### config.mk
export PLATFORM = sky130hd
export DESIGN_NAME = cmp_iter_unit
export DESIGN_NICKNAME = d
export VERILOG_FILES = /design/src/rtl/cmp_pkg.sv /design/src/rtl/cmp_chunk.sv /design/src/rtl/cmp_iter_unit.sv
export SDC_FILE = /design/constraint.sdc
export NUM_CORES = 1
export LEC_CHECK = 0
export CAP_MARGIN = 20
export CORE_MARGIN = 2
export CORE_UTILIZATION = 51
export CTS_CLUSTER_SIZE = 16
export DETAILED_ROUTE_END_ITERATION = 10
export GPL_TIMING_DRIVEN = 0
export HOLD_SLACK_MARGIN = 0.1
export PLACE_DENSITY = 0.79
export SYNTH_ARGS = -nofsm -noshare
export SYNTH_HDL_FRONTEND = slang
export SYNTH_SLANG_ARGS = --single-unit
### constraint.sdc
create_clock -name clk -period 3.6 [get_ports clk]
set_clock_uncertainty 0.05 [all_clocks]
set_input_delay 0.9 -clock clk [delete_from_list [all_inputs] [get_ports clk]]
set_output_delay 0.9 -clock clk [all_outputs]
set_load 0.05 [all_outputs]
### src/rtl/cmp_pkg.sv
// Shared definitions for the iterative compare unit: op encodings, FSM states,
// chunk relation type and small helpers to turn a relation into a result.
package cmp_pkg;

  localparam logic [2:0] CMP_EQ = 3'b000;
  localparam logic [2:0] CMP_GE = 3'b001;
  localparam logic [2:0] CMP_LE = 3'b010;
  localparam logic [2:0] CMP_GT = 3'b011;
  localparam logic [2:0] CMP_LT = 3'b100;
  localparam logic [2:0] CMP_NE = 3'b101;

  typedef enum logic [1:0] {IDLE, RUN, DONE} cmp_state_t;

  typedef enum logic [1:0] {LT, EQ, GT} cmp_rel_t;

  // Ops 110 and 111 have no meaning and are reported via op_err.
  function automatic logic isIllegalOp(input logic [2:0] op);
    return (op[2:1] == 2'b11);
  endfunction

  // Turns the decided relation of a versus b into the requested predicate.
  function automatic logic evalOp(input logic [2:0] op, input cmp_rel_t rel);
    logic res;
    case (op)
      CMP_EQ:  res = (rel == EQ);
      CMP_GE:  res = (rel != LT);
      CMP_LE:  res = (rel != GT);
      CMP_GT:  res = (rel == GT);
      CMP_LT:  res = (rel == LT);
      CMP_NE:  res = (rel != EQ);
      default: res = 1'b0;
    endcase
    return res;
  endfunction

  // One-hot {gt,eq,lt} view of a relation.
  function automatic logic [2:0] relFlags(input cmp_rel_t rel);
    return {rel == GT, rel == EQ, rel == LT};
  endfunction

endpackage

### src/rtl/cmp_chunk.sv
// Combinational unsigned compare of one CHUNK-wide slice of a and b.
// Setting invert_msb flips the slice MSB of both operands, which turns the
// unsigned compare of the top slice into a two's-complement compare.
module cmp_chunk
  import cmp_pkg::*;
#(
  parameter int CHUNK = 8
) (
  input  logic [CHUNK-1:0] a,
  input  logic [CHUNK-1:0] b,
  input  logic             invert_msb,
  output cmp_rel_t         rel
);

  logic [CHUNK-1:0] w_mask;
  logic [CHUNK-1:0] w_aAdj;
  logic [CHUNK-1:0] w_bAdj;

  // Apply the optional sign flip, then order the adjusted slices.
  always_comb begin
    w_mask = '0;
    w_mask[CHUNK-1] = invert_msb;
    w_aAdj = a ^ w_mask;
    w_bAdj = b ^ w_mask;
    if (w_aAdj > w_bAdj) begin
      rel = GT;
    end else if (w_aAdj < w_bAdj) begin
      rel = LT;
    end else begin
      rel = EQ;
    end
  end

endmodule

### src/rtl/cmp_iter_unit.sv
// Multi-cycle wide comparator: walks a/b one chunk per cycle from the most
// significant chunk down and stops as soon as a chunk pair differs.
// Optional feature macro: CMP_FLAGS_EN adds the registered {gt,eq,lt} flags port.
module cmp_iter_unit
  import cmp_pkg::*;
#(
  parameter int WIDTH = 32,
  parameter int CHUNK = 8
) (
  input  logic             clk,
  input  logic             rst_n,
  input  logic             in_valid,
  output logic             in_ready,
  input  logic [WIDTH-1:0] a,
  input  logic [WIDTH-1:0] b,
  input  logic [2:0]       op,
  input  logic             is_signed,
  output logic             out_valid,
  input  logic             out_ready,
  output logic             compout,
  output logic             op_err
`ifdef CMP_FLAGS_EN
  ,
  output logic [2:0]       flags
`endif
);

  localparam int NCHUNK = WIDTH / CHUNK;
  localparam int IDXW   = (NCHUNK > 1) ? $clog2(NCHUNK) : 1;
  localparam logic [IDXW-1:0] TOPIDX = IDXW'(NCHUNK - 1);

  if (WIDTH % CHUNK != 0) begin : g_badCfg
    $error("cmp_iter_unit: WIDTH must be a multiple of CHUNK");
  end

  cmp_state_t       r_state;
  logic [WIDTH-1:0] r_a;
  logic [WIDTH-1:0] r_b;
  logic [2:0]       r_op;
  logic             r_signed;
  logic             r_illegal;
  logic [IDXW-1:0]  r_idx;

  logic [CHUNK-1:0] w_aChunk;
  logic [CHUNK-1:0] w_bChunk;
  logic             w_invertMsb;
  cmp_rel_t         w_rel;

  // Select the chunk pair currently pointed at by the index counter.
  always_comb begin
    w_aChunk = '0;
    w_bChunk = '0;
    for (int i = 0; i < NCHUNK; i++) begin
      if (r_idx == IDXW'(i)) begin
        w_aChunk = r_a[i*CHUNK +: CHUNK];
        w_bChunk = r_b[i*CHUNK +: CHUNK];
      end
    end
  end

  assign w_invertMsb = r_signed && (r_idx == TOPIDX);

  cmp_chunk #(.CHUNK(CHUNK)) u_chunk (
    .a          (w_aChunk),
    .b          (w_bChunk),
    .invert_msb (w_invertMsb),
    .rel        (w_rel)
  );

  // Request FSM with registered handshake and result outputs. An illegal op
  // still spends one RUN cycle so that its result appears one edge after
  // acceptance, the same as a compare decided on the top chunk.
  always_ff @(posedge clk or negedge rst_n) begin
    if (!rst_n) begin
      r_state   <= IDLE;
      r_a       <= '0;
      r_b       <= '0;
      r_op      <= '0;
      r_signed  <= 1'b0;
      r_illegal <= 1'b0;
      r_idx     <= '0;
      in_ready  <= 1'b1;
      out_valid <= 1'b0;
      compout   <= 1'b0;
      op_err    <= 1'b0;
`ifdef CMP_FLAGS_EN
      flags     <= 3'b000;
`endif
    end else begin
      case (r_state)
        IDLE: begin
          if (in_valid) begin
            r_a       <= a;
            r_b       <= b;
            r_op      <= op;
            r_signed  <= is_signed;
            r_illegal <= isIllegalOp(op);
            r_idx     <= TOPIDX;
            in_ready  <= 1'b0;
            r_state   <= RUN;
          end
        end
        RUN: begin
          if (r_illegal) begin
            r_state   <= DONE;
            out_valid <= 1'b1;
            compout   <= 1'b0;
            op_err    <= 1'b1;
`ifdef CMP_FLAGS_EN
            flags     <= 3'b000;
`endif
          end else if ((w_rel != EQ) || (r_idx == '0)) begin
            r_state   <= DONE;
            out_valid <= 1'b1;
            compout   <= evalOp(r_op, w_rel);
            op_err    <= 1'b0;
`ifdef CMP_FLAGS_EN
            flags     <= relFlags(w_rel);
`endif
          end else begin
            r_idx <= r_idx - 1'b1;
          end
        end
        DONE: begin
          if (out_ready) begin
            r_state   <= IDLE;
            out_valid <= 1'b0;
            in_ready  <= 1'b1;
            compout   <= 1'b0;
            op_err    <= 1'b0;
`ifdef CMP_FLAGS_EN
            flags     <= 3'b000;
`endif
          end
        end
        default: begin
          r_state   <= IDLE;
          in_ready  <= 1'b1;
          out_valid <= 1'b0;
        end
      endcase
    end
  end

endmodule

**Yosys cells after proc, flatten, opt, wreduce, memory -nomap -nowiden**

Cells that the tools add are included.

- Flip-flop bits (word level): 77
- Input port bits: 72
- Logic and storage cells: 86

- $add $sub $neg: 1
- Order comparisons: 2
- Equality and inequality tests: 20
- Muxes and demuxes: 33
- Bitwise gates (word level): 4
- Reductions and logical operators: 15

Operators with widths:

| kind | number |
|---|---|
| 8-bit 2-to-1 mux | 8 |
| 2-bit 2-to-1 mux | 8 |
| 8-bit XOR | 2 |
| 3-bit AND reduction | 4 |
| 2-bit == test (second input constant) | 5 |
| 1-bit 2-to-1 mux | 10 |
| 2-bit inequality test (second input constant) | 5 |
| 8-bit > comparator | 1 |
| 8-bit less-than comparator | 1 |
| 2-bit by 1-bit == test with 1-bit output (second input constant) | 3 |
| 3-bit by 2-bit == test with 1-bit output (second input constant) | 2 |
| 3-bit == test (second input constant) | 2 |
| 2-bit zero test | 3 |
| 1-bit case mux with 3 select lines | 2 |
| 1-bit case mux with 6 select lines | 1 |
| 2-bit case mux with 3 select lines | 1 |
| 2-bit nonzero test | 3 |
| 1-bit case mux with 2 select lines | 2 |
| 2-bit case mux with 2 select lines | 1 |
| 4-bit AND reduction | 1 |
| 3-bit by 1-bit == test with 1-bit output (second input constant) | 1 |
| 3-bit zero test | 1 |
| 3-bit inequality test (second input constant) | 1 |
| 2-bit by 1-bit inequality test with 1-bit output (second input constant) | 1 |
| other kinds (5) | 6 |

**Depth between registers and ports, before layout**

Gate-level depths: netlist of run 1.

- Depth in word-level cells: 14
- Depth in mapped cells: 15
- Mapped depth without buffers: 13

**Modules after synthesis**

A second synthesis of run 1 with hierarchy kept.

- Cell total of the unflattened synthesis: 308
- Area total of the unflattened synthesis: 3784.9 um2

Modules (own cells, without submodules):

| module | instances | cells an instance | area an instance (um2) | seq. area each (um2) |
|---|---|---|---|---|
| cmp_iter_unit | 1 | 275 | 3542.1 | 1928.1 |
| cmp_chunk | 1 | 33 | 242.7 | 0.0 |

**Worst setup path after synthesis of run 1**

OpenSTA, ideal clock, no wires.

- Path type: register -> register
- Start: reg r_idx[0]
- End: reg op_err
- Library setup time: 111 ps
- Arrival time: 2672 ps
- Data required time: 3439 ps
- Setup slack: 767 ps
- Stages on the path, launching flop included: 15
- Cells stage by stage: dfrtp_1 > inv_1 > ha_1 > buf_2 > nor2b_1 > clkbuf_1 > a221oi_1 > nor3_1 > a21oi_1 > ha_1 > nor2b_1 > o211ai_2 > a31oi_4 > nand2b_4 > a222oi_1

- Word-level cells in the longest chain between the ends: 13
- Elaborated cells between the ends (all ways): 23
- Classes of those cells: order compare: 2; eq/ne: 5; mux: 10; bitwise: 2; reduce/logical: 4

RTL lines:

| what | RTL line | text |
|---|---|---|
| start: declaration | cmp_iter_unit.sv:42 | `logic [IDXW-1:0] r_idx;` |
| start signal: assignment | cmp_iter_unit.sv:121 | `r_idx <= r_idx - 1'b1;` |
| 2-bit zero test | cmp_iter_unit.sv:54, cmp_iter_unit.sv:112 |  |
| 8-bit 2-to-1 mux (4 in a row) | cmp_iter_unit.sv:54 | `if (r_idx == IDXW'(i)) begin` |
| 8-bit XOR, on equally long branches | cmp_chunk.sv:23, cmp_chunk.sv:24 |  |
| 8-bit less-than comparator | cmp_chunk.sv:27 | `end else if (w_aAdj < w_bAdj) begin` |
| 1-bit 2-to-1 mux | cmp_chunk.sv:27 |  |
| 2-bit 2-to-1 mux | cmp_chunk.sv:25 | `if (w_aAdj > w_bAdj) begin` |
| 2-bit by 1-bit inequality test with 1-bit output | cmp_iter_unit.sv:112 | `end else if ((w_rel != EQ) \|\| (r_idx == '0)) begin` |
| 1-bit logical OR * | cmp_iter_unit.sv:112 |  |
| 3-bit inequality test (no line) * | n/a |  |
| 3-bit AND reduction (no line) * | n/a |  |
| end signal: assignment | cmp_iter_unit.sv:108 | `op_err <= 1'b1;` |
| end signal: assignment | cmp_iter_unit.sv:116 | `op_err <= 1'b0;` |
| end signal: assignment | cmp_iter_unit.sv:130 | `op_err <= 1'b0;` |
| end: declaration | cmp_iter_unit.sv:21 | `output logic op_err` |

Mark *: on every way between the ends. The rest lies on a longest branch, timed or not.
A chain may end at the register's enable or synchronous reset.

**Worst setup path after layout of run 1**

- Start: reg r_idx[1]
- End: reg op_err

Same word-level chain as after synthesis.

==> flow_summary_export.csv, run 1 <==
group,metric,value,unit
die,coreArea,0.00721,mm²
clock_network,clk_path_buf_depth,2,
synth,ys_warn_count,0,
clock_network,postCtsHoldBufs,0,
synth,yosysTopAreaCell,"dfrtp_1",
grt,grt_max_degree,45,
synth,ys_ff_latch,77,
synth,synthFlopType,"dfrtp_1",
route,vias,2865,
synth,synth_edf_count,0,
clock_network,clk_latency,0.35,ns
route,drt-wirelength-per-cell,17.6,µm
hold_path,hp-class,"in -> async",
worst_setup_path,crit_type,"reg -> reg",
placement,io_buffers,75,
sta,hold_violations,0,
synth,netlist_top_cells_area,"dfrtp_1 (51%), mux2_2 (21%), a21oi_1 (4.0%)",
route,vias_per_cell,5.64,
synth,async_flop_share,100,%
sta,worst_slack,0.201,ns
clock_network,cts.clk_slew.worst_paths,0.08,ns
worst_setup_path,start_kind,"register",
route,ant_nets,0,
worst_setup_path,arrival,3.60,ns
sta,rsz0062_at_grt,"false",
die,die_area,0.00808,mm²
die,ios,76,
synth,synth.distinct_cells,36,
clock_network,postCtsSetupBuffers,0,
route,drcViolationCount,0,
placement,dp_hpwl,6.66,mm
cells_and_area,area_growth_syn_to_layout,28.8,%
clock_network,root_buffer,"clkbuf_8",
sta,fmaxAchievable,294,MHz
grt,grt_pass1_vias,2888,
placement,gp_congestion,0.842,
synth,synth_seq_area_share,51.2,%
power,ir_worst_vdd,0.000396,V
die,initial_core_util,52.2,%
grt,grt_first_pass_wirelength,14.7,mm
sta,setup_violations,0,
grt,antenna_found_initial,0,
synth,syn_area_per_cell,11.8,µm²
cells_and_area,diodes,0,
power,p_per_area,818,mW/mm²
synth,synth_cells,319,
sta,fin_crit_sh,94.4,%
cells_and_area,final_nets,490,
route,firstDrtPassIters,4,
worst_setup_path,critPathMaxFanout,10,
grt,grt_usage,23.4,%
route,drtIter0Drc,135,
sta,slew_headroom,65.8,%
worst_setup_path,required,3.80,ns
run_status,status,"complete, no violations",
die,die_y,89.9,µm
synth,syn_nets,403,
synth,syn_area,0.00376,mm²
clock_network,numCtsBuffers,9,
cells_and_area,drive_gt1_share,24.7,%
worst_setup_path,worst_setup_path_end_kind,"register",
die,rows,31,
power,leakagePower,1.98,nW
power,p_total,0.00396,W
placement,dp_slack,0.0780,ns
clock_network,cts_tree,"done",
sta,drv_slew,0,
sta,tns,0,ns
route,wl,8.94,mm
grt,grt-ovfl-total,0,
sta,worst_pin_slew,0.513,ns
synth,synth.top_cell.area_share,50.5,%
flow_run,max_cap_violations,0,
sta,min_period,3.40,ns
clock_network,cts-resized-gates,0,
clock_network,cts.sinks,77,
die,die_w,89.9,µm
clock_network,cts_max_level,3,
layout by cell type (no fill, tap or decap), types with 2 or more instances in the layout:
| master | netlist | layout |
|---|---|---|
| inv_1 | 6 | 6 |
| a21oi_1 | 30 | 30 |
| buf_6 | 2 | 2 |
| a211oi_1 | 2 | 2 |
| nand3_1 | 4 | 4 |
| nand2_1 | 23 | 23 |
| dfrtp_1 | 76 | 75 |
| clkbuf_1 | 10 | 11 |
| and4_1 | 3 | 3 |
| xnor2_1 | 2 | 2 |
| nand3b_1 | 7 | 7 |
| a22oi_1 | 4 | 4 |
| nor2b_1 | 7 | 7 |
| ha_1 | 12 | 12 |
| o21ai_0 | 14 | 14 |
| clkdlybuf4s50_1 | 0 | 74 |
| nor3_1 | 6 | 6 |
| a221oi_1 | 4 | 4 |
| clkbuf_8 | 0 | 10 |
| nor2_1 | 15 | 15 |
| buf_2 | 6 | 6 |
| mux2_2 | 70 | 70 |
synth_stat cells (all sizes together) (4+ instances only):
cell type	number
inv	7
nand2	23
a221oi	4
ha	12
nor2	16
nor3	6
buf	8
o21ai	14
mux2	70
nand3	4
clkbuf	10
a21oi	31
dfrtp	76
a22oi	4
nor2b	7
nand3b	7
where the power goes:
| group | internal [W] | switching [W] | leakage [nW] | total [W] |
|---|---|---|---|---|
| Clock | 0.000331 | 0.000305 | 0.0923 | 0.000636 |
| Sequential | 0.00131 | 0.000276 | 0.902 | 0.00158 |
| Combinational | 0.000874 | 0.000871 | 0.987 | 0.00175 |
layout make-up:
| class | instances | area, µm² |
|---|---|---|
| Clock buffer | 12 | 145 |
| Inverter | 7 | 26.3 |
| Clock inverter | 2 | 35.0 |
| Sequential cell | 77 | 1930 |
| Fill cell | 580 | 2370 |
| Multi-Input combinational cell | 217 | 1720 |
| Buffer | 18 | 91.3 |
| Tap cell | 99 | 124 |
| Timing Repair Buffer | 76 | 776 |
per-layer routing:
metal	global-route usage, %	up-vias	part of all wire [%]
li1	-	1317	-
met1	30.1	1422	42
met2	38.4	108	49
met3	5.45	18	5.9
met4	9.49	0	2.5
met5	0	-	0
final timing paths:
path                                from       end  slack, ns  cells after the start
max in group asynchronous          rst_n  in_ready       2.44                      2
min in group clk                 r_b[24]   r_b[24]       0.46                      1
worst max register to register  r_idx[1]    op_err       0.20                     14
worst min register to register   r_b[24]   r_b[24]       0.46                      1
worst max-delay path            r_idx[1]    op_err       0.20                     14
worst min-delay path               rst_n   r_a[12]       0.44                      1
registers in the layout, indices dropped and copies added (netlist names):
name / cells
in_ready: 1
r_a: 32
op_err: 1
out_valid: 1
r_signed: 1
r_state: 2
r_b: 32
r_idx: 2
r_op: 3
r_illegal: 1
compout: 1
stage by stage:
step | utilization [%] | hold slack (ns) | instance area [µm²] | std cells
detailed placement | 64.6 | 0.446 | 4660 | 494
CTS | 67.1 | 0.459 | 4840 | 508
global route | 67.2 | 0.476 | 4840 | 508
floorplan | - | 0.430 | 3760 | 319
global placement | 64.3 | 0.437 | 4640 | 493
finish | 67.2 | 0.439 | 4840 | 508
critical path: stages (launching register included):
cell and delay (ns):
dfrtp_1 0.41, inv_1 0.11, ha_1 0.34, clkbuf_1 0.39
nand2_1 0.10, a21oi_1 0.16, a21oi_1 0.06, nor2_1 0.12
a21oi_1 0.07, ha_1 0.33, a211o_1 0.30, a21oi_4 0.20
a31oi_4 0.15, nand2b_4 0.19, a222oi_1 0.32
kinds of logic after synthesis:
| logic type | after synthesis | share of synthesized area [%] |
|---|---|---|
| mux | 71 | 21.2 |
| compound gates | 64 | 10.8 |
| fa+ha+maj | 12 | 3.99 |
| flops | 77 | 51.2 |
| xor+xnor | 2 | 0.466 |
| buf+inv | 25 | 3.09 |
| simple gates | 68 | 9.15 |
No activity file was read; power rests on OpenSTA's default activity.
==> run 2: changes to the inputs <==
--- a/config.mk
+++ b/config.mk
@@ -6,13 +6,14 @@
 export NUM_CORES = 1
 export LEC_CHECK = 0
 export CAP_MARGIN = 20
+export CELL_PAD_IN_SITES_DETAIL_PLACEMENT = 0
+export CELL_PAD_IN_SITES_GLOBAL_PLACEMENT = 2
 export CORE_MARGIN = 2
-export CORE_UTILIZATION = 51
+export CORE_UTILIZATION = 34
 export CTS_CLUSTER_SIZE = 16
 export DETAILED_ROUTE_END_ITERATION = 10
-export GPL_TIMING_DRIVEN = 0
 export HOLD_SLACK_MARGIN = 0.1
-export PLACE_DENSITY = 0.79
+export PLACE_DENSITY_LB_ADDON = 0.1
 export SYNTH_ARGS = -nofsm -noshare
 export SYNTH_HDL_FRONTEND = slang
 export SYNTH_SLANG_ARGS = --single-unit
==> run 2 against run 1 <==
Combinational power shrank 6%. Routed wire length fell by 4.0%. First-iteration DRC count fell by 9.6%. Design area is 1.0% higher.
==> flow_summary_export.csv, run 2 (synthesis gave the netlist of run 1 again) <==
group,metric,value,unit
sta,tns,0,ns
worst_setup_path,cp_num_cells,13,
clock_network,clk_latency,0.35,ns
clock_network,cts.sinks,77,
die,rows,38,
cells_and_area,post-route-util,45.2,%
route,vias_per_cell,4.89,
power,p_total,0.00397,W
route,vias,2643,
route,wl,8.59,mm
grt,grt-ovfl-total,0,
sta,fin_crit_sh,90.0,%
worst_setup_path,worst-path-buf-inv,2,
cells_and_area,diodes,0,
power,ir_worst_vdd,0.000294,V
worst_setup_path,rr_worst_depth,13,
worst_setup_path,worst_setup_path_end_kind,"register",
grt,grt_max_degree,78,
die,coreArea,0.0108,mm²
die,die_area,0.0119,mm²
clock_network,cts-resized-gates,0,
die,die_w,109,µm
sta,slew_headroom,64.2,%
run_status,status,"complete, no violations",
placement,io_buffers,75,
cells_and_area,area_growth_syn_to_layout,30.1,%
worst_setup_path,slowest_stage,"a221oi_1",
placement,dp_hpwl,6.14,mm
worst_setup_path,arrival,3.40,ns
route,ant_nets,0,
clock_network,cts_max_level,3,
grt,antenna_found_initial,0,
flow_run,max_cap_violations,0,
clock_network,postCtsSetupBuffers,0,
worst_setup_path,rr_endpoint,"compout",
cells_and_area,final_nets,479,
die,die_y,109,µm
clock_network,root_buffer,"clkbuf_8",
worst_setup_path,cp-endpoint,"compout",
sta,hold_violations,0,
worst_setup_path,cpPeakStageDelay,0.43,ns
sta,worst_pin_slew,0.537,ns
power,p_per_area,812,mW/mm²
route,drcViolationCount,0,
cells_and_area,reg_top3,"r_a: 32 flops, r_b: 32 flops, r_op: 3 flops",
sta,rsz0062_at_grt,"false",
worst_setup_path,critical-path-top-delay-family,"compound AO/OA/AOI/OAI gates",
worst_setup_path,rrSetupSlack,0.36,ns
clock_network,clk_path_buf_depth,2,
die,ios,76,
route,drtIter0Drc,122,
route,drt-wirelength-per-cell,15.9,µm
cells_and_area,layout_commonest_cell,"dfrtp_1",
sta,drv_slew,0,
route,firstDrtPassIters,4,
power,leakagePower,1.97,nW
worst_setup_path,startpoint,"r_idx[1]",
sta,fmaxAchievable,309,MHz
clock_network,cts.clk_slew.worst_paths,0.08,ns
clock_network,cts_tree,"done",
grt,grt_first_pass_wirelength,14.2,mm
die,initial_core_util,34.7,%
cells_and_area,drive_gt1_share,25.3,%
worst_setup_path,reg2reg_from,"r_idx[1]",
cells_and_area,final_cell_mix,"dfrtp_1 (76), clkdlybuf4s50_1 (74), mux2_2 (70)",
worst_setup_path,required,3.76,ns
hold_path,hp-class,"in -> async",
sta,setup_violations,0,
clock_network,numCtsBuffers,9,
worst_setup_path,critPathMaxFanout,9,
grt,grt_usage,15.8,%
worst_setup_path,crit_type,"reg -> reg",
sta,min_period,3.24,ns
grt,grt_pass1_vias,2726,
placement,gp_congestion,0.769,
worst_setup_path,start_kind,"register",
clock_network,postCtsHoldBufs,0,
worst_setup_path,cp_cell_sequence,"inv_1 > ha_1 > nor2b_1 > buf_4 > a221oi_1 > nor3_1 > a21oi_1 > ha_1 > nor2b_1 > o211ai_2 > a31oi_4 > o311ai_0 > o211ai_1",
[run 2: changes by cell type in the layout (fill, tap and decap cells not counted), sizes merged]
cell	delta
clkinvlp	+1
inv	+2
bufinv	+1
buf	-1
clkbuf	-12
[run 2: how the worst min path moves through the flow]
stage / from / to / slack (ns)
6_report: rst_n / r_b[31] / 0.46
5_1_grt: rst_n / r_b[31] / 0.48
4_1_cts: r_a[20] / r_a[20] / 0.47
3_5_place_dp: r_a[20] / r_a[20] / 0.45
3_3_place_gp: r_b[16] / r_b[16] / 0.44
2_1_floorplan: r_a[15] / r_a[15] / 0.43
[run 2: report_power, final]
group / total [W] / internal [W] / switching, W
Combinational: 0.00165 / 0.000848 / 0.000803
Sequential: 0.00160 / 0.00130 / 0.000292
Clock: 0.000726 / 0.000397 / 0.000329
[run 2: layout make-up]
cell class | count | area [µm²]
clock buffer | 10 | 128
clock inverter | 6 | 93.8
fill | 1048 | 5950
inverter | 7 | 26.3
multi-input combinational | 217 | 1720
sequential | 77 | 1930
tap | 140 | 175
timing repair buffer | 83 | 821
[run 2: layer usage]
| metal | part of all wire (%) | GRT usage (%) | up-vias | routed length (µm) |
|---|---|---|---|---|
| met4 | 1.3 | 4.88 | 0 | 109 |
| met2 | 45 | 23.5 | 54 | 3850 |
| li1 | - | - | 1299 | - |
| met3 | 4.2 | 3.65 | 8 | 359 |
| met5 | 0 | 0 | - | 0 |
| met1 | 50 | 22.8 | 1282 | 4270 |
[run 2: metrics by stage]
stage	hold WS, ns	worst slack, ns	instance area [µm²]	cells
global placement	0.441	0.427	4650	523
global route	0.475	0.0301	4890	540
detailed placement	0.446	0.387	4650	523
floorplan	0.430	0.767	3760	319
finish	0.464	0.359	4890	540
CTS	0.466	0.377	4870	539
==> patch 1: new RTL, flow settings as in run 1 <==
Build with the macro `CMP_FLAGS_EN` defined.
--- a/src/rtl/cmp_iter_unit.sv
+++ b/src/rtl/cmp_iter_unit.sv
@@ -1,6 +1,8 @@
 // Multi-cycle wide comparator: walks a/b one chunk per cycle from the most
 // significant chunk down and stops as soon as a chunk pair differs.
 // Optional feature macro: CMP_FLAGS_EN adds the registered {gt,eq,lt} flags port.
+`define CMP_FLAGS_EN
+
 module cmp_iter_unit
   import cmp_pkg::*;
 #(
Formal check against the unedited RTL (old outputs only; new: flags): equivalent (equiv_simple and equiv_induct, registers matched by name and starting in step).
==> patch 1 against run 1 <==
  * Wire length is 3.1% higher
  * Synthesized area is 3.7% higher
  * Die area is 3.5% higher
  * Power is 3.4% higher
  * Cell area is 3.5% higher
  * Sequential cell count is 3 higher
  * Worst setup slack better by 0.040 ns
  * Largest cell class unchanged
  * Highest routed layer unchanged
==> patch 1: results <==
metrics = {
    "setup_path": {
        "crit_path_top_delay_cell": "dfrtp_2",
        "rr_startpoint": "r_idx[0]",
        "timing.reg2reg.setup_slack_ns": 0.24,
        "critPathMaxStageDelay_ns": 0.42,
        "cp_max_fo": 8,
    },
    "global_routing": {
        "grt_pass1_wl_um": 15500,
        "grt_max_degree": 52,
        "grt_overflow_total": 0,
        "track_usage_pct": 23.9,
        "antenna_found_initial": 0,
        "grt_pass1_vias": 3188,
    },
    "layout": {
        "drive_above_1_share_pct": 25.2,
        "fillers": 538,
        "reg_top3": "r_a (32), r_b (32)",
    },
    "route": {
        "viasPerCell": 5.71,
        "num_vias": 3007,
        "wire_per_inst_um": 17.5,
        "drt_iter0_drc": 200,
        "dr.pass1.iters": 5,
    },
    "logic_synthesis": {
        "synthTopCellsByArea": "dfrtp_1, mux2_2, a21oi_1",
        "post_synth_fa_ha_maj_area_fraction_pct": 3.85,
        "synth_cell_type_count": 38,
        "muxShareOfSynthArea_pct": 19.6,
        "postSynthCellCount": 335,
        "yosys.area_share.xor_xnor_pct": 0.449,
        "synth-async-reset-ratio_pct": 100,
        "synth_compound_area_share_pct": 13.6,
        "synth-main-ff-cell": "dfrtp_1",
        "syn-num-nets": 419,
        "ys_seq_area_share_pct": 51.3,
        "synthTopCellsByCount": "dfrtp_1, mux2_2, a21oi_1, nand2_1, o21ai_0",
    },
    "sta": {
        "worstMarginPinSlew_ns": 0.634,
    },
    "clock_network": {
        "clkSlewWorstSetupHoldPaths_ns": 0.07,
        "cts-buffers-inserted": 9,
        "clockRootBuffer": "clkbuf_8",
    },
    "power": {
        "ir_drop_mv": 0.340,
        "leakage_nw": 2.08,
        "p_switching_mw": 1.57,
    },
    "outcome": {
        "outcome": "finished clean",
    },
    "placed_design": {
        "portBuffers": 78,
        "place_congestion": 0.809,
        "hpwlAfterDp_um": 6840,
        "placedCellCount": 513,
    },
}
-- patch 1: worst paths after layout --
check,end,cells past startpoint
max,r_idx[0],14
min reg2reg,op_err,1
min in group clk,op_err,1
min,r_b[5],1
max in group asynchronous,r_idx[1],2
max reg2reg,r_idx[0],14
-- patch 1: what timing repair did --
item,in CTS,in global routing
endpoints found under the setup margin,6,8
endpoints found under the hold margin,0,0
setup buffers,0,0
gates resized for setup,2,21
-- patch 1: power groups by stage --
stage / Sequential, mW / Combinational [mW] / Clock [mW]
6_report: 1.62 / 1.93 / 0.553
2_1_floorplan: 1.65 / 1.34 / 0
5_1_grt: 1.67 / 2.13 / 0.607
4_1_cts: 1.61 / 1.92 / 0.567
3_5_place_dp: 1.62 / 1.91 / 0
3_3_place_gp: 1.60 / 1.84 / 0
-- patch 1: cell type report --
| cell class | instances | area (um2) | share of cell area (%) |
|---|---|---|---|
| tap | 99 | 124 | 2.47 |
| inverter | 6 | 22.5 | 0.449 |
| timing repair buffer | 79 | 806 | 16.1 |
| sequential | 80 | 2010 | 40.0 |
| buffer | 18 | 88.8 | 1.77 |
| clock inverter | 1 | 5.00 | 0.0998 |
| clock buffer | 13 | 149 | 2.97 |
| multi-input combinational | 231 | 1810 | 36.2 |
-- patch 1: worst reg2reg max path, delay by kind of cell (launching register included) --
family,cells,cell delay (ns)
AOI/OAI and AO/OA,6,1.25
buffers and inverters,2,0.28
DFF,1,0.42
adders and majority gates,2,0.59
and+or+nand+nor,4,0.68
-- patch 1: cells by family (layout without fill, tap and decap cells) --
family,Yosys count,in the layout
xor gates and xnor gates,2,2
and+or+nand+nor,69,69
adders and majority gates,12,12
muxes,68,68
buffers and inverters,24,117
AOI/OAI and AO/OA,80,80
DFF,80,80
-- patch 1: per-layer routing --
layer  up-vias  track usage (%)  part of all wire (%)
li1       1391                -                     -
met2       105             39.8                    50
met3        12             5.31                   6.4
met1      1499             30.2                    41
met5         -                0                     0
met4         0             9.72                   2.0
-- patch 1: metrics by stage --
| step | instance area (um2) | setup WS [ns] | hold WS (ns) | total power [mW] |
|---|---|---|---|---|
| 6_report | 5010 | 0.242 | 0.423 | 4.10 |
| 5_1_grt | 5010 | 0.0312 | 0.447 | 4.41 |
| 4_1_cts | 4990 | 0.0165 | 0.427 | 4.09 |
| 3_5_place_dp | 4830 | -0.0782 | 0.441 | 3.53 |
| 3_3_place_gp | 4810 | -1.15 | 0.422 | 3.44 |
| 2_1_floorplan | 3900 | 0.566 | 0.430 | 2.98 |
==> patch 2: new RTL, config.mk and constraints of run 1 <==
Made on the original files. Register the output `op_err` once more, with the module's reset; this adds one clock of latency there. The other outputs are not delayed to match.
--- a/src/rtl/cmp_iter_unit.sv
+++ b/src/rtl/cmp_iter_unit.sv
@@ -28,6 +28,8 @@
   localparam int NCHUNK = WIDTH / CHUNK;
   localparam int IDXW   = (NCHUNK > 1) ? $clog2(NCHUNK) : 1;
   localparam logic [IDXW-1:0] TOPIDX = IDXW'(NCHUNK - 1);
+
+  logic op_err_s0;
 
   if (WIDTH % CHUNK != 0) begin : g_badCfg
     $error("cmp_iter_unit: WIDTH must be a multiple of CHUNK");
@@ -82,7 +84,7 @@
       in_ready  <= 1'b1;
       out_valid <= 1'b0;
       compout   <= 1'b0;
-      op_err    <= 1'b0;
+      op_err_s0 <= 1'b0;
 `ifdef CMP_FLAGS_EN
       flags     <= 3'b000;
 `endif
@@ -105,7 +107,7 @@
             r_state   <= DONE;
             out_valid <= 1'b1;
             compout   <= 1'b0;
-            op_err    <= 1'b1;
+            op_err_s0 <= 1'b1;
 `ifdef CMP_FLAGS_EN
             flags     <= 3'b000;
 `endif
@@ -113,7 +115,7 @@
             r_state   <= DONE;
             out_valid <= 1'b1;
             compout   <= evalOp(r_op, w_rel);
-            op_err    <= 1'b0;
+            op_err_s0 <= 1'b0;
 `ifdef CMP_FLAGS_EN
             flags     <= relFlags(w_rel);
 `endif
@@ -127,7 +129,7 @@
             out_valid <= 1'b0;
             in_ready  <= 1'b1;
             compout   <= 1'b0;
-            op_err    <= 1'b0;
+            op_err_s0 <= 1'b0;
 `ifdef CMP_FLAGS_EN
             flags     <= 3'b000;
 `endif
@@ -142,5 +144,13 @@
     end
   end
 
+  always_ff @(posedge clk or negedge rst_n) begin
+    if (!rst_n) begin
+      op_err <= '0;
+    end else begin
+      op_err <= op_err_s0;
+    end
+  end
+
 endmodule
 
Behaviour: not the same (Yosys sat finds a counterexample within 4 cycles, from zero or initial values and one cycle with rst_n low).
==> patch 2 against run 1 <==
  * Worst hold slack worse by 0.11 ns
  * Critical endpoint is now op_err_s0
  * Cell area rose by 1.7%
  * Worst setup slack better by 0.11 ns
  * Final cell count rose by 0.59%
  * Sequential cell count increased by 1
  * Non-clock buffer count is the same
  * Synthesized area rose by 0.67%
  * Wire length down 5.0%
  * Via count down 2.4%
  * Synthesized cell count up 0.31%
  * Global-route usage fell by 1.2 points
  * Power up 2.0%
  * Maximum frequency grew 3.4%
==> patch 2: results <==
metrics = {
    "logic_synthesis": {
        "synth_compound_area_share_pct": 10.8,
        "syn-num-nets": 404,
        "synth_area_mm2": 0.00379,
        "yosys.area_share.xor_xnor_pct": 0.463,
        "postSynthCellCount": 320,
        "synthTopCellsByCount": "dfrtp_1, mux2_2, a21oi_1, nand2_1, nor2_1",
        "muxShareOfSynthArea_pct": 21.1,
    },
    "global_routing": {
        "grt_pass1_wl_um": 14200,
        "grt_pass1_vias": 2977,
        "track_usage_pct": 22.2,
        "grt.met3_usage_pct": 4.53,
        "met1_usage_pct": 29.0,
        "grt_max_degree": 48,
    },
    "power": {
        "ir_drop_mv": 0.394,
        "p_switching_mw": 1.43,
        "sw_frac_of_total_pct": 35.4,
    },
    "setup_path": {
        "rr_worst_depth": 15,
        "rr_startpoint": "r_idx[0]",
        "worst_r2r_endpoint": "op_err_s0",
        "timing.reg2reg.setup_slack_ns": 0.31,
        "critPathArrivalTime_ns": 3.47,
    },
    "route": {
        "num_vias": 2796,
        "wl_met2_um": 4160,
        "wl_met3_um": 482,
        "drt_wl_total_um": 8500,
        "drt_iter0_drc": 136,
    },
    "sta": {
        "finalCriticalPeriod_ns": 3.29,
        "whs_ns": 0.330,
    },
    "placed_design": {
        "hpwlAfterDp_um": 6370,
        "place_congestion": 0.819,
        "placedCellCount": 495,
        "dpl-instance-area_mm2": 0.00469,
    },
    "layout": {
        "drive_above_1_share_pct": 26.2,
        "postLayoutCellArea_mm2": 0.00493,
        "layout.nets": 491,
        "fillers": 546,
        "ff_latch_area_mm2": 0.00195,
        "multi_input_area_share_pct": 35.1,
        "nonClkBufAreaFrac_pct": 17.7,
        "seq_cells": 78,
        "area_share_clock_buf_inv_pct": 4.55,
    },
    "outcome": {
        "outcome": "finished clean",
    },
}
[patch 2: how the worst min path moves through the flow]
stage	start	to	cells after the start
after floorplan	op_err_s0	op_err	0
after global placement	op_err_s0	op_err	0
after detailed placement	op_err_s0	op_err	0
after CTS	op_err_s0	op_err	0
after global routing	op_err_s0	op_err	0
final	op_err_s0	op_err	0
[patch 2: timing repair]
action,CTS,global route
gates resized for setup,0,10
setup endpoints to repair,0,6
setup buffers,0,0
[patch 2: kinds of logic after synthesis]
kind of cell	count (synthesis)
fa+ha+maj	12
flops	78
mux	71
xor+xnor	2
simple gates	68
compound gates	64
buf+inv	25
[patch 2: critical path, stage by stage, from the launching register on]
cell,delay [ns]
dfrtp_2,0.42
inv_1,0.07
ha_1,0.18
buf_2,0.19
nor2b_1,0.15
clkbuf_2,0.21
a22oi_1,0.17
nor2_1,0.05
a21oi_1,0.20
o21ai_0,0.13
ha_1,0.37
and4_1,0.23
nand3_1,0.12
a31oi_4,0.24
inv_1,0.06
a222oi_1,0.31
